**src/rtl/gshare_bp_if.sv**
```systemverilog
// gshare_bp_if: fetch lookup, resolve update and statistics bundle
// between the pipeline and the gshare predictor.
interface gshare_bp_if #(
  parameter int HIST_BITS = 6
);
  logic                 lookup_valid;
  logic [15:0]          lookup_pc;
  logic                 lookup_is_uncond;
  logic                 pred_taken;
  logic [15:0]          pred_target;
  logic [HIST_BITS-1:0] pred_hist;
  logic                 upd_valid;
  logic [15:0]          upd_pc;
  logic [HIST_BITS-1:0] upd_hist;
  logic                 upd_is_uncond;
  logic                 upd_taken;
  logic [15:0]          upd_target;
  logic                 upd_mispredict;
  logic                 stat_clear;
  logic [15:0]          stat_lookups;
  logic [15:0]          stat_mispredicts;

  modport master (
    output lookup_valid, lookup_pc, lookup_is_uncond,
    output upd_valid, upd_pc, upd_hist, upd_is_uncond,
    output upd_taken, upd_target, upd_mispredict,
    output stat_clear,
    input  pred_taken, pred_target, pred_hist,
    input  stat_lookups, stat_mispredicts
  );

  modport slave (
    input  lookup_valid, lookup_pc, lookup_is_uncond,
    input  upd_valid, upd_pc, upd_hist, upd_is_uncond,
    input  upd_taken, upd_target, upd_mispredict,
    input  stat_clear,
    output pred_taken, pred_target, pred_hist,
    output stat_lookups, stat_mispredicts
  );
endinterface

```
**src/rtl/gshare_bp.sv**
```systemverilog
// gshare_bp: gshare direction predictor with direct-mapped BTB,
// combinational lookup, resolve-time training, saturating stats.
module gshare_bp #(
  parameter int INDEX_BITS     = 6,
  parameter int HIST_BITS      = 6,
  parameter int BTB_INDEX_BITS = 4
) (
  input logic       clk,
  input logic       rst_n,
  gshare_bp_if.slave bp
);
  localparam int PHT_N = 1 << INDEX_BITS;
  localparam int BTB_N = 1 << BTB_INDEX_BITS;
  localparam int TAG_W = 15 - BTB_INDEX_BITS;

  typedef logic [INDEX_BITS-1:0]     pidx_t;
  typedef logic [BTB_INDEX_BITS-1:0] bidx_t;
  typedef logic [TAG_W-1:0]          tag_t;
  typedef logic [HIST_BITS-1:0]      hist_t;

  logic [1:0]  pht_q [PHT_N];
  hist_t       ghr_q, ghr_d;
  logic        btb_v_q   [BTB_N];
  tag_t        btb_tag_q [BTB_N];
  logic [15:0] btb_tgt_q [BTB_N];
  logic [15:0] lk_cnt_q, lk_cnt_d;
  logic [15:0] mp_cnt_q, mp_cnt_d;

  pidx_t      lk_idx, up_idx;
  bidx_t      lk_bi, up_bi;
  tag_t       lk_tag, up_tag;
  logic [1:0] lk_ctr, up_ctr, up_ctr_d;
  logic       lk_hit, lk_taken;
  logic       pht_wr, btb_wr;
  logic       unused_pc_lsb;

  // History occupies the low index bits; upper pc bits pass through.
  function automatic pidx_t pht_idx(logic [15:0] pc, hist_t h);
    pidx_t i;
    i = pc[INDEX_BITS:1];
    i[HIST_BITS-1:0] = i[HIST_BITS-1:0] ^ h;
    return i;
  endfunction

  assign unused_pc_lsb = bp.lookup_pc[0] ^ bp.upd_pc[0];

  always_comb begin
    lk_idx = pht_idx(bp.lookup_pc, ghr_q);
    lk_bi  = bp.lookup_pc[BTB_INDEX_BITS:1];
    lk_tag = bp.lookup_pc[15:BTB_INDEX_BITS+1];
    lk_ctr = pht_q[lk_idx];
    lk_hit = btb_v_q[lk_bi] && (btb_tag_q[lk_bi] == lk_tag);
    lk_taken = bp.lookup_valid & lk_hit
             & (bp.lookup_is_uncond | lk_ctr[1]);
  end

  assign bp.pred_taken  = lk_taken;
  assign bp.pred_target = lk_taken ? btb_tgt_q[lk_bi]
                                   : bp.lookup_pc + 16'd2;
  assign bp.pred_hist   = ghr_q;

  always_comb begin
    up_idx   = pht_idx(bp.upd_pc, bp.upd_hist);
    up_bi    = bp.upd_pc[BTB_INDEX_BITS:1];
    up_tag   = bp.upd_pc[15:BTB_INDEX_BITS+1];
    up_ctr   = pht_q[up_idx];
    up_ctr_d = up_ctr;
    if (bp.upd_taken) begin
      if (up_ctr != 2'b11) up_ctr_d = up_ctr + 2'b01;
    end else begin
      if (up_ctr != 2'b00) up_ctr_d = up_ctr - 2'b01;
    end
    pht_wr = bp.upd_valid & ~bp.upd_is_uncond;
    btb_wr = bp.upd_valid & bp.upd_taken;
  end

  generate
    if (HIST_BITS == 1) begin : g_h1
      assign ghr_d = bp.upd_taken;
    end else begin : g_hn
      assign ghr_d = {ghr_q[HIST_BITS-2:0], bp.upd_taken};
    end
  endgenerate

  always_ff @(posedge clk or negedge rst_n) begin
    if (!rst_n) begin
      for (int i = 0; i < PHT_N; i++) pht_q[i] <= 2'b01;
      ghr_q <= '0;
    end else if (pht_wr) begin
      pht_q[up_idx] <= up_ctr_d;
      ghr_q         <= ghr_d;
    end
  end

  always_ff @(posedge clk or negedge rst_n) begin
    if (!rst_n) begin
      for (int i = 0; i < BTB_N; i++) begin
        btb_v_q[i]   <= 1'b0;
        btb_tag_q[i] <= '0;
        btb_tgt_q[i] <= '0;
      end
    end else if (btb_wr) begin
      btb_v_q[up_bi]   <= 1'b1;
      btb_tag_q[up_bi] <= up_tag;
      btb_tgt_q[up_bi] <= bp.upd_target;
    end
  end

  // Clear has priority over a same-cycle increment.
  always_comb begin
    lk_cnt_d = lk_cnt_q;
    mp_cnt_d = mp_cnt_q;
    if (bp.lookup_valid && lk_cnt_q != 16'hFFFF)
      lk_cnt_d = lk_cnt_q + 16'd1;
    if (bp.upd_valid && bp.upd_mispredict && mp_cnt_q != 16'hFFFF)
      mp_cnt_d = mp_cnt_q + 16'd1;
    if (bp.stat_clear) begin
      lk_cnt_d = '0;
      mp_cnt_d = '0;
    end
  end

  always_ff @(posedge clk or negedge rst_n) begin
    if (!rst_n) begin
      lk_cnt_q <= '0;
      mp_cnt_q <= '0;
    end else begin
      lk_cnt_q <= lk_cnt_d;
      mp_cnt_q <= mp_cnt_d;
    end
  end

  assign bp.stat_lookups     = lk_cnt_q;
  assign bp.stat_mispredicts = mp_cnt_q;
endmodule

```
**src/flat_wrapper.sv**
```systemverilog
// flat-port wrapper written by rule: the top's interface ports become plain ports
module gshare_bp_flat 
#(
  parameter int INDEX_BITS     = 6,
  parameter int HIST_BITS      = 6,
  parameter int BTB_INDEX_BITS = 4
)
  (clk, rst_n, bp_lookup_valid, bp_lookup_pc, bp_lookup_is_uncond, bp_upd_valid, bp_upd_pc, bp_upd_hist, bp_upd_is_uncond, bp_upd_taken, bp_upd_target, bp_upd_mispredict, bp_stat_clear, bp_pred_taken, bp_pred_target, bp_pred_hist, bp_stat_lookups, bp_stat_mispredicts);
  gshare_bp_if #(.HIST_BITS(HIST_BITS)) bp_i ();
  input logic clk;
  input logic rst_n;
  input wire logic [$bits(bp_i.lookup_valid)-1:0] bp_lookup_valid;
  input wire logic [$bits(bp_i.lookup_pc)-1:0] bp_lookup_pc;
  input wire logic [$bits(bp_i.lookup_is_uncond)-1:0] bp_lookup_is_uncond;
  input wire logic [$bits(bp_i.upd_valid)-1:0] bp_upd_valid;
  input wire logic [$bits(bp_i.upd_pc)-1:0] bp_upd_pc;
  input wire logic [$bits(bp_i.upd_hist)-1:0] bp_upd_hist;
  input wire logic [$bits(bp_i.upd_is_uncond)-1:0] bp_upd_is_uncond;
  input wire logic [$bits(bp_i.upd_taken)-1:0] bp_upd_taken;
  input wire logic [$bits(bp_i.upd_target)-1:0] bp_upd_target;
  input wire logic [$bits(bp_i.upd_mispredict)-1:0] bp_upd_mispredict;
  input wire logic [$bits(bp_i.stat_clear)-1:0] bp_stat_clear;
  output wire logic [$bits(bp_i.pred_taken)-1:0] bp_pred_taken;
  output wire logic [$bits(bp_i.pred_target)-1:0] bp_pred_target;
  output wire logic [$bits(bp_i.pred_hist)-1:0] bp_pred_hist;
  output wire logic [$bits(bp_i.stat_lookups)-1:0] bp_stat_lookups;
  output wire logic [$bits(bp_i.stat_mispredicts)-1:0] bp_stat_mispredicts;
  assign bp_i.lookup_valid = bp_lookup_valid;
  assign bp_i.lookup_pc = bp_lookup_pc;
  assign bp_i.lookup_is_uncond = bp_lookup_is_uncond;
  assign bp_i.upd_valid = bp_upd_valid;
  assign bp_i.upd_pc = bp_upd_pc;
  assign bp_i.upd_hist = bp_upd_hist;
  assign bp_i.upd_is_uncond = bp_upd_is_uncond;
  assign bp_i.upd_taken = bp_upd_taken;
  assign bp_i.upd_target = bp_upd_target;
  assign bp_i.upd_mispredict = bp_upd_mispredict;
  assign bp_i.stat_clear = bp_stat_clear;
  assign bp_pred_taken = bp_i.pred_taken;
  assign bp_pred_target = bp_i.pred_target;
  assign bp_pred_hist = bp_i.pred_hist;
  assign bp_stat_lookups = bp_i.stat_lookups;
  assign bp_stat_mispredicts = bp_i.stat_mispredicts;
  gshare_bp #(.INDEX_BITS(INDEX_BITS), .HIST_BITS(HIST_BITS), .BTB_INDEX_BITS(BTB_INDEX_BITS)) u_core (.clk(clk), .rst_n(rst_n), .bp(bp_i));
endmodule
```
**config.mk**
```make
export PLATFORM = sky130hd
export DESIGN_NAME = gshare_bp_flat
export DESIGN_NICKNAME = d
export VERILOG_FILES = /design/src/rtl/gshare_bp_if.sv /design/src/rtl/gshare_bp.sv /design/src/flat_wrapper.sv
export SDC_FILE = /design/constraint.sdc
export NUM_CORES = 1
export LEC_CHECK = 0
export BUFFER_PORTS_ARGS = -buffer_cell sky130_fd_sc_hd__buf_4
export CAP_MARGIN = 20
export CELL_PAD_IN_SITES_DETAIL_PLACEMENT = 1
export CELL_PAD_IN_SITES_GLOBAL_PLACEMENT = 1
export CORE_MARGIN = 8
export CORE_UTILIZATION = 47
export DETAILED_ROUTE_END_ITERATION = 6
export MAX_ROUTING_LAYER = met4
export PLACE_DENSITY = 0.72
export SYNTH_ARGS = -nofsm -noshare
export SYNTH_HDL_FRONTEND = slang
export SYNTH_SLANG_ARGS = --single-unit
```
**constraint.sdc**
```tcl
create_clock -name clk -period 3.5 [get_ports clk]
set_input_delay 0.35 -clock clk [delete_from_list [all_inputs] [get_ports clk]]
set_output_delay 0.35 -clock clk [all_outputs]
set_load 0.01 [all_outputs]
```
**Word-level counts from Yosys, hierarchy flattened**

Index checks and enable logic that the tools add are counted.

- Add/sub/neg operators: 5
- Multiply operators: 0
- Divide/modulo/power cells: 0
- $lt $le $gt $ge: 6
- Eq/ne operators: 4
- Shift-type cells: 0
- Muxes and demuxes: 34
- Bitwise gates (word level): 13
- Reductions and logical operators: 9

Operators with widths:

| kind | number |
|---|---|
| $bwmux 256 | 1 |
| $bwmux 176 | 1 |
| $bwmux 128 | 1 |
| $mux 16 | 8 |
| $bmux 16 s4 | 1 |
| $demux 16 s4 | 1 |
| $bmux 11 s4 | 1 |
| $demux 11 s4 | 1 |
| $mux 11 | 3 |
| $add 16x1->16 const B | 2 |
| $ne 16x16->1 const B | 2 |
| $bmux 2 s6 | 2 |
| $add 16x2->16 const B | 1 |
| $mux 2 | 8 |
| $or 16x16->16 | 1 |
| $ge 7x7->1 const B | 2 |
| $not 6->7 | 2 |
| $demux 2 s6 | 1 |
| $xor 6x6->6 | 2 |
| $eq 11x11->1 | 1 |
| $ge 5x5->1 const B | 2 |
| $not 4->5 | 2 |
| $lt 7x1->1 const B | 1 |
| $logic_and 1x1->1 | 6 |
| 11 further kinds | 18 |

- Register bits: 614
- Bits in latches: 0
- Memory bits (writable): 0
- Memory bits (read-only): 0
- Bits of input ports: 63
- Memories: 0

**Longest topological paths before layout**

Gate-level depths: netlist (run 1).

- Depth after elaboration: 9
- Gate-level depth with buffers: 12

**Worst setup path after synthesis (run 1)**

No wires, ideal clock.

- Kind: input port to output port
- Start: input bp_lookup_pc[1]
- End: output bp_pred_target[10]
- Arrival time: 2981 ps
- Data required time: 3150 ps
- Setup slack: 169 ps
- Cell stages on the path: 10
- Path through: buf_6 -> xnor2_2 -> buf_6 -> mux4_2 -> mux4_2 -> nor4_2 -> nor3_2 -> nand4_4 -> buf_6 -> mux2_4

- Cells in the longest elaborated chain, start to end: 9
- Elaborated cells between the ends (all ways): 22
- Classes of those cells: 1 x add/sub; 1 x eq/ne; 13 x mux; 6 x bitwise; 1 x reduce/logical

Ends and longest elaborated chain:

| item | line | source |
|---|---|---|
| start, declared | flat_wrapper.sv:13 | `input wire logic [$bits(bp_i.lookup_pc)-1:0] bp_lookup_pc;` |
| $not 4->5 (not written as such) | gshare_bp.sv:52, gshare_bp.sv:58 |  |
| $bmux 11 s4 | gshare_bp.sv:52 | `lk_hit = btb_v_q[lk_bi] && (btb_tag_q[lk_bi] == lk_tag);` |
| $mux 11 (not written as such) (2 in series) | gshare_bp.sv:52 |  |
| $eq 11x11->1 | gshare_bp.sv:52 |  |
| $logic_and 1x1->1 | gshare_bp.sv:52 |  |
| $and 1x1->1 | gshare_bp.sv:53 | `lk_taken = bp.lookup_valid & lk_hit` |
| $and 1x1->1 | gshare_bp.sv:54 | `& (bp.lookup_is_uncond \| lk_ctr[1]);` |
| $mux 16 * | gshare_bp.sv:58 | `assign bp.pred_target = lk_taken ? btb_tgt_q[lk_bi]` |
| end, declared | flat_wrapper.sv:24 | `output wire logic [$bits(bp_i.pred_target)-1:0] bp_pred_target;` |

Mark *: on every way between the ends. The rest lies on a longest branch, timed or not. The select of a mux whose other input is x is not followed.

**Worst setup path in the final report (run 1)**

- Start: register u_core.ghr_q[0], in the netlist u_core.bp.pred_hist[0]
- End: output bp_pred_target[3]

- Cells in the longest elaborated chain, start to end: 8

Ends and longest elaborated chain:

| item | line | source |
|---|---|---|
| start, declared | gshare_bp.sv:22 | `hist_t ghr_q, ghr_d;` |
| start signal, assigned | gshare_bp.sv:91 | `ghr_q <= ghr_d;` |
| $xor 6x6->6 | gshare_bp.sv:41 | `i[HIST_BITS-1:0] = i[HIST_BITS-1:0] ^ h;` |
| $not 6->7 (not written as such) | gshare_bp.sv:51 | `lk_ctr = pht_q[lk_idx];` |
| $bmux 2 s6 | gshare_bp.sv:51 |  |
| $mux 2 (not written as such) (2 in series) | gshare_bp.sv:51 |  |
| $or 1x1->1 | gshare_bp.sv:54 |  |
| $and 1x1->1 | gshare_bp.sv:54 |  |
| $mux 16 | gshare_bp.sv:58 |  |

No other way between the ends. The select of a mux whose other input is x is not followed.

==> impl_metrics.tcl, run 1 <==
set metrics [dict create \
    run_status "complete, but fails checks" \
    violations "setup timing" \
    dr.pass1.iters 5 \
    r2r-start "u_core.pht_q[125]" \
    vias 19200 \
    syn-num-nets 2196 \
    clk_path_buf_depth 3 \
    critical_path_peak_fanout 16 \
    hpwl_um 55700 \
    yosys_warnings 0 \
    crit_slowest_cell "mux4_2" \
    fp.dieH_um 266 \
    ys_ff_latch 614 \
    cpLargestDelayFamily "multiplexers" \
    hold_violations 0 \
    max_stage_delay_ns 0.50 \
    antenna_found_initial 1 \
    synth_area_leaders "dfrtp_1 (47%), mux2_2 (17%), mux4_2 (12%)" \
    critPathRequiredTime_ns 3.15 \
    ys_seq_area_share_pct 52.7 \
    grt_pass1_vias 21500 \
    cts_tree "yes" \
    fin_skew_ns 0.0298 \
    fin_crit_ns 4.06 \
    dpl_worst_slack_ns -0.222 \
    hold_end "u_core.btb_tgt_q[8]" \
    die_area_mm2 0.0706 \
    stdcell_count 3194 \
    ant_nets 0 \
    synth_edf_count 0 \
    htree_levels 3 \
    rows 91 \
    drc 0 \
    slew_headroom_pct 31.0 \
    p_per_area_mw_per_mm2 594 \
    layout_commonest_cell "dfrtp_1" \
    register_area_mm2 0.0154 \
    post-synth-top-area-cell "dfrtp_1" \
    grt_pass1_wl_um 135000 \
    rsz0062_at_grt "yes" \
    grt_max_degree 112 \
    synth_top_area_share_pct 47.0 \
    place_congestion 0.882 \
    wl_per_cell_um 27.1 \
    min-delay-start "bp_upd_target[8]" \
    crit_chain "xnor2_4, buf_12, buf_16, mux4_2, mux4_2, nor4_2, buf_4, nor3_2, nand4_4, buf_12, mux2_2, buf_4" \
    worstHoldPathCells 2 \
    cp_num_buf_inv 5 \
    syn_avg_cell_area_um2 13.7 \
    async_flop_share_pct 100 \
    viasPerCell 6.00 \
    path_clk_slew_ns 0.06 \
    worst_slew_pin_slew_ns 1.03 \
    setup_viol 17 \
    leakage_nw 14.9 \
    cts_made_buffers 69 \
    track_usage_pct 25.7 \
    slew_viol_final 0 \
    overflow 0 \
    area_growth_pct 17.2 \
    root_buffer "clkbuf_16" \
    finalWorstSetupSlack_ns -0.559 \
    synthFlopType "dfrtp_1" \
    cts_sinks 614 \
    timing.rr.end "u_core.pht_q[125]" \
    critPathLaunchType "flop" \
    first_iter_violations 1392 \
    clk_latency_ns 0.61 \
    drive_above_1_share_pct 46.1 \
    path_class "reg -> out" \
    r2r_setup_slack_ns 0.89 \
    peakVddDrop_mv 0.365 \
    synth_area_mm2 0.0293 \
    fin_nets 2372 \
    ioPinCount 118 \
    cp.arrival_ns 3.71 \
    endpoint_kind "output pin" \
    ys_types 69 \
    fin_crit_sh_pct 116 \
    coreArea_mm2 0.0617 \
    cap_violations 0 \
    r2r_cells 7 \
    multi_input_area_mm2 0.0132 \
    fp.dieW_um 266 \
    hp-class "in -> reg" \
    start_util_pct 47.5 \
    detail_route.wirelength_um 86500 \
    postSynthCellCount 2130 \
    final_cell_mix "dfrtp_1 (549), mux2_2 (454), nand2_1 (224)" \
    portBuffers 116 \
    fmax_ghz 0.246 \
    nFillCells 6009 \
    place_inst 3066 \
]
==> stage by stage <==
step	hold slack [ns]	power, mW	instance area [µm²]	TNS [ns]	util (%)
finish	0.101	20.4	34300	-8.44	55.6
floorplan	0.0544	11.6	29300	0	-
global placement	0.444	12.8	31900	-1.70	51.6
detailed placement	0.452	13.1	31900	-5.44	51.6
global route	0.0901	21.2	34300	-9.95	55.6
CTS	0.0638	20.6	34300	-8.40	55.6
==> cell families after synthesis <==
group                    share of synthesized area, %
AO/OA/AOI/OAI                                    4.24
AND/OR/NAND/NOR                                  6.36
adder cells (fa/ha/maj)                         0.205
XOR/XNOR                                         2.38
multiplexers                                     31.5
flip-flops                                       52.7
buffers and inverters                            2.57
==> area by class of cell <==
type                       count  share of cell area, %
tap                          837                   3.05
inverter                      11                  0.120
timing repair buffer         247                   6.57
multi-input combinational   1363                   38.6
sequential                   614                   45.0
clock buffer                 103                   5.96
antenna                        1                0.00729
clock inverter                18                  0.671
==> synth_stat cells, types with 29 or more instances <==
cell and count:
xor2_1 35, mux4_2 154, nand2_1 225, nand3_1 29
clkbuf_1 85, o21ai_0 69, mux2i_1 37, dfrtp_1 550
nor2_1 80, mux2_2 455, o21ai_1 66, dfstp_2 64
buf_2 32
==> how the worst max path moves through the flow <==
stage	end	cells past startpoint	start
after floorplan	bp_pred_target[10]	10	bp_lookup_pc[1]
after global placement	bp_pred_target[15]	12	bp_lookup_pc[1]
after detailed placement	bp_pred_target[7]	9	bp_lookup_pc[1]
after CTS	bp_pred_target[4]	11	u_core.bp.pred_hist[0]
after global routing	bp_pred_target[4]	12	u_core.bp.pred_hist[0]
final	bp_pred_target[3]	12	u_core.bp.pred_hist[0]
==> state kept, by name, indices dropped and copies added, names as in the netlist <==
name,count
u_core.bp.stat_mispredicts,16
u_core.bp.stat_lookups,16
u_core.btb_tgt_q,256
u_core.btb_tag_q,176
u_core.btb_v_q,16
u_core.bp.pred_hist,6
u_core.pht_q,128
==> power by group <==
part / switching [mW] / total [mW] / internal [mW]
Sequential: 0.754 / 9.20 / 8.44
Clock: 2.97 / 7.32 / 4.35
Combinational: 1.78 / 3.87 / 2.09
==> repair_timing <==
| item | in CTS | in global routing |
|---|---|---|
| hold buffers | 1 | 0 |
| endpoints found under the hold margin | 74 | 0 |
| setup endpoints to repair | 17 | 17 |
| gates cloned | 1 | 0 |
| pin swaps | 3 | 0 |
| buffers inserted | 5 | 0 |
| resized for setup | 16 | 2 |
==> metal layers <==
layer,wire length [µm],share of wire (%),track usage (%)
met5,0,0,-
met4,2820,3.3,8.43
met3,4090,4.7,4.30
met2,43000,50,41.5
met1,36600,42,33.1
Power figures use the tool's default switching activity.
==> run 2: changes to the inputs <==
- CORE_UTILIZATION: 47 -> 40
- PLACE_DENSITY: 0.72 -> 0.63
==> run 2 against run 1 <==
Net effect: the run still ends with setup timing left; clock-buffer cell count is 6 higher; combinational power hardly changed; die area is 16% higher; flip-flop and latch count stayed put; largest cell class unchanged; largest power group unchanged.
==> impl_metrics.tcl, run 2 (same netlist as run 1, synthesis figures left out) <==
set metrics [dict create \
    setup_viol 17 \
    drive_above_1_share_pct 45.9 \
    antenna_found_initial 1 \
    timing.rr.end "u_core.bp.stat_lookups[9]" \
    viasPerCell 5.77 \
    vias 19100 \
    wl_per_cell_um 26.9 \
    hold_violations 0 \
    drc 0 \
    htree_levels 3 \
    worstHoldPathCells 2 \
    fin_crit_sh_pct 114 \
    nFillCells 7237 \
    slew_viol_final 0 \
    portBuffers 116 \
    hp-class "in -> reg" \
    rsz0062_at_grt "yes" \
    endpoint_kind "output pin" \
    multi_input_area_mm2 0.0133 \
    fp.dieH_um 287 \
    path_clk_slew_ns 0.06 \
    overflow 0 \
    regMostFlops "u_core.btb_tgt_q" \
    start_util_pct 40.3 \
    r2r-start "u_core.bp.stat_lookups[3]" \
    grt_max_degree 98 \
    critical_path_peak_fanout 16 \
    p_per_area_mw_per_mm2 592 \
    detail_route.wirelength_um 89200 \
    clk_latency_ns 0.61 \
    grt_pass1_vias 21200 \
    cts_sinks 614 \
    cts_tree "yes" \
    reg_top3 "u_core.btb_tgt_q: 256 flops, u_core.btb_tag_q: 176 flops, u_core.pht_q: 128 flops" \
    r2r_cells 8 \
    path_class "reg -> out" \
    cp.arrival_ns 3.63 \
    r2r_setup_slack_ns 0.96 \
    area_growth_pct 17.4 \
    track_usage_pct 22.6 \
    final_cell_mix "dfrtp_1 (548), mux2_2 (453), nand2_1 (223)" \
    finalWorstSetupSlack_ns -0.475 \
    run_status "complete, but fails checks" \
    root_buffer "clkbuf_16" \
    ant_nets 0 \
    layout_commonest_cell "dfrtp_1" \
    die_area_mm2 0.0821 \
    fin_nets 2371 \
    place_congestion 0.863 \
    cap_violations 0 \
    critPathRequiredTime_ns 3.15 \
    hpwl_um 57000 \
    fin_util_pct 47.3 \
    first_iter_violations 1135 \
    largest_reg_flops 256 \
    grt_pass1_wl_um 138000 \
    clk_path_buf_depth 3 \
    rows 99 \
    min-delay-start "bp_upd_pc[9]" \
    critPathLaunchType "flop" \
    fp.dieW_um 287 \
    fin_crit_ns 3.98 \
    ioPinCount 118 \
    violations "setup timing" \
    slew_headroom_pct 36.8 \
    fmax_ghz 0.252 \
    dr.pass1.iters 5 \
    coreArea_mm2 0.0727 \
    cts_made_buffers 72 \
    fin_skew_ns 0.0143 \
    total_power_mw 20.4 \
    hold_end "u_core.btb_tag_q[92]" \
    peakVddDrop_mv 0.378 \
    register_area_mm2 0.0154 \
    worst_slew_pin_slew_ns 0.941 \
    leakage_nw 14.9 \
]
-- run 2: cell types whose count changed in the layout (fill, tap and decap cells not counted), moves of 2 or more --
cell,previous run,this run
buf_12,26,22
clkinv_2,8,5
nor2_2,0,2
clkbuf_1,16,24
nor2_1,71,69
clkbuf_8,17,12
clkbuf_16,70,73
-- run 2: what timing repair did --
| item | CTS | global route |
|---|---|---|
| endpoints found under the setup margin | 17 | 17 |
| hold endpoints to repair | 67 | 0 |
| gates resized for setup | 18 | 8 |
| buffers inserted | 4 | 1 |
| cloned | 1 | 0 |
| pin swaps | 2 | 2 |
| hold buffers | 1 | 0 |
-- run 2: where the power goes --
part	internal (mW)	switching [mW]
Combinational	2.09	1.78
Sequential	8.44	0.729
Clock	4.32	3.00
Total	14.9	5.50
-- run 2: metal layers --
layer	vias up	routed length (µm)	track usage, %
li1	8163	-	-
met1	10300	40000	30.2
met2	457	42900	35.5
met3	162	4040	3.90
met4	0	2230	6.03
met5	-	0	-
-- run 2: area by class of cell --
class | count | share of cell area (%)
Antenna cell | 1 | 0.00728
Clock buffer | 109 | 6.06
Clock inverter | 13 | 0.506
Inverter | 11 | 0.120
Multi-Input combinational cell | 1363 | 38.6
Sequential cell | 614 | 44.9
Tap cell | 959 | 3.49
Timing Repair Buffer | 243 | 6.27
-- run 2: stage by stage --
| stage | hold slack, ns | std cells | TNS [ns] | cell area, µm² | setup slack [ns] |
|---|---|---|---|---|---|
| finish | 0.106 | 3313 | -6.91 | 34400 | -0.475 |
| global route | 0.0831 | 3313 | -8.77 | 34400 | -0.584 |
| CTS | 0.0606 | 3311 | -7.63 | 34400 | -0.511 |
| detailed placement | 0.450 | 3184 | -0.756 | 31900 | -0.0763 |
| global placement | 0.445 | 3184 | -0.419 | 31900 | -0.0508 |
| floorplan | 0.0544 | 2130 | 0 | 29300 | 0.169 |
-- run 2: worst max path at each step --
stage | startpoint | end | slack (ns)
2_1_floorplan | bp_lookup_pc[1] | bp_pred_target[10] | 0.17
3_3_place_gp | bp_lookup_pc[2] | bp_pred_target[3] | -0.05
3_5_place_dp | bp_lookup_pc[2] | bp_pred_target[4] | -0.08
4_1_cts | u_core.bp.pred_hist[0] | bp_pred_target[4] | -0.51
5_1_grt | u_core.bp.pred_hist[0] | bp_pred_target[4] | -0.58
6_report | u_core.bp.pred_hist[0] | bp_pred_target[4] | -0.48
-- run 2: worst max-delay path: stages, from the launching register on --
cell and delay (ns):
dfrtp_2 0.45, xnor2_4 0.22, buf_12 0.17, mux4_2 0.49, mux4_2 0.57, nor4_4 0.23
nor3_2 0.10, nand4_4 0.08, buf_12 0.18, mux2_2 0.36, buf_4 0.15
==> run 3: changes to the inputs <==
- PLACE_DENSITY: 0.63 -> 0.6
- clock period: 3.5 -> 4.4 ns (I/O delays scaled with it)
==> run 3 against run 2 <==
Net effect: the run now ends clean; setup slack improved by 0.64 ns; clock power fell by 18%; clock-buffer cell count fell by 3; design area fell by 1.1%; critical endpoint is now bp_pred_target[3]; flip-flop and latch count did not move; wire length fell by 3.2%; clock skew rose by 0.0047 ns; worst hold slack improved by 0.082 ns; non-clock buffer count fell by 44; cell count fell by 1.1%.
==> impl_metrics.tcl, run 3 (same netlist as run 1, synthesis figures left out) <==
set metrics [dict create \
    portBuffers 116 \
    overflow 0 \
    fin_crit_ns 4.23 \
    crit_chain "xnor2_4, buf_4, mux4_2, mux4_2, nor4_4, nor3_2, nand4_4, buf_12, mux2_2, buf_4" \
    drive_above_1_share_pct 45.1 \
    final_cell_mix "dfrtp_1 (550), mux2_2 (455), nand2_1 (224)" \
    endpoint_kind "output pin" \
    fp.dieH_um 287 \
    grt_max_degree 119 \
    r2r-start "u_core.pht_q[75]" \
    cts_made_buffers 72 \
    critPathLaunchType "flop" \
    detail_route.wirelength_um 86300 \
    crit_slowest_cell "mux4_2" \
    htree_levels 3 \
    critPathRequiredTime_ns 3.96 \
    reg_top3 "u_core.btb_tgt_q: 256 flops, u_core.btb_tag_q: 176 flops, u_core.pht_q: 128 flops" \
    layout_commonest_cell "dfrtp_1" \
    root_buffer "clkbuf_16" \
    r2r_cells 8 \
    regMostFlops "u_core.btb_tgt_q" \
    cap_violations 0 \
    leakage_nw 14.6 \
    critical_path_peak_fanout 16 \
    fin_nets 2327 \
    slew_viol_final 0 \
    first_iter_violations 1104 \
    fp.dieW_um 287 \
    rsz0062_at_grt "no" \
    slew_headroom_pct 23.7 \
    area_growth_pct 16.1 \
    total_power_mw 16.2 \
    cts_tree "yes" \
    clk_path_buf_depth 3 \
    tns_ns 0 \
    path_class "reg -> out" \
    antenna_found_initial 4 \
    worst_slew_pin_slew_ns 1.14 \
    wl_per_cell_um 26.3 \
    largest_reg_flops 256 \
    worstHoldPathCells 2 \
    timing.rr.end "u_core.pht_q[21]" \
    start_util_pct 40.3 \
    fin_skew_ns 0.0190 \
    min-delay-start "bp_upd_target[1]" \
    peakVddDrop_mv 0.352 \
    hpwl_um 55700 \
    cp.arrival_ns 3.79 \
    cts_sinks 614 \
    clk_latency_ns 0.61 \
    rows 99 \
    dr.pass1.iters 5 \
    track_usage_pct 21.8 \
    die_area_mm2 0.0821 \
    place_congestion 0.876 \
    ant_nets 0 \
    coreArea_mm2 0.0727 \
    ioPinCount 118 \
    max_stage_delay_ns 0.53 \
    setup_viol 0 \
    r2r_setup_slack_ns 1.80 \
    fmax_ghz 0.236 \
    grt_pass1_wl_um 134000 \
    path_clk_slew_ns 0.06 \
    drc 0 \
    p_per_area_mw_per_mm2 476 \
    nFillCells 7220 \
    viasPerCell 5.73 \
    grt_pass1_vias 20900 \
    vias 18800 \
    fin_crit_sh_pct 96.2 \
    hold_violations 0 \
    run_status "finished clean" \
    hp-class "in -> reg" \
    hold_end "u_core.btb_tgt_q[145]" \
]
[run 3: changes by cell type in the layout (fill, tap and decap cells not counted), moves of 4 or more]
cell,change
buf_12,-9
buf_4,-23
buf_6,-11
clkbuf_1,-7
clkbuf_8,+5
clkinv_2,+7
nor3_1,-4
nor3_2,+5
[run 3: area by class of cell]
cell class              instances  area (µm²)  share of cell area (%)
diodes                          3        7.51                  0.0221
clock buffers                 106        2100                    6.17
clock inverters                22         284                   0.835
inverters                      11        41.3                   0.121
multi-input cells            1363       13300                    39.0
flip-flops and latches        614       15400                    45.4
well taps                     959        1200                    3.53
repair buffers                199        1670                    4.92
[run 3: power breakdown]
group | total [mW] | switching (mW) | leakage (nW) | internal, mW
combinational | 2.92 | 1.36 | 5.71 | 1.56
sequential | 7.28 | 0.570 | 7.76 | 6.71
clock | 5.98 | 2.46 | 1.18 | 3.52
total | 16.2 | 4.39 | 14.6 | 11.8
[run 3: metrics by stage]
stage               setup slack (ns)  cells  hold WS, ns  area (µm²)  utilization, %
detailed placement          -0.00680   3141        0.455       31500            43.4
global placement              0.0924   3140        0.446       31500            43.3
finish                         0.169   3277        0.187       34000            46.8
floorplan                      0.889   2130        0.144       29300               -
global route                  0.0424   3277        0.175       34000            46.8
CTS                           0.0145   3273        0.140       34000            46.7
[run 3: worst max path at each step]
stage / endpoint / startpoint / slack, ns
2_1_floorplan: bp_pred_target[10] / bp_lookup_pc[1] / 0.89
3_3_place_gp: bp_pred_target[3] / bp_lookup_pc[1] / 0.09
3_5_place_dp: bp_pred_target[4] / bp_lookup_pc[1] / -0.007
4_1_cts: bp_pred_target[4] / u_core.bp.pred_hist[0] / 0.01
5_1_grt: bp_pred_target[5] / u_core.bp.pred_hist[0] / 0.04
6_report: bp_pred_target[3] / u_core.bp.pred_hist[0] / 0.17
[run 3: metal layers]
metal	routed length, µm	share of wire [%]	track usage, %	vias to the layer above
met2	41000	48	34.0	486
met4	2170	2.5	6.41	0
met5	0	0	-	-
met3	4330	5.0	4.14	122
met1	38800	45	29.0	10100
li1	-	-	-	8082
[run 3: worst max-delay path: cells and delay by family (launching register included)]
family                 cells  cell delay (ns)
multiplexers               3             1.40
buffers and inverters      3             0.53
flip-flops                 1             0.50
AND/OR/NAND/NOR            3             0.50
XOR/XNOR                   1             0.21
[run 3: what timing repair did]
item / in CTS / in global routing
hold buffers: 1 / 0
pin swaps: 1 / 1
gates resized for setup: 1 / 2
hold endpoints to repair: 78 / 0
buffers inserted: 3 / 1
endpoints found under the setup margin: 17 / 15
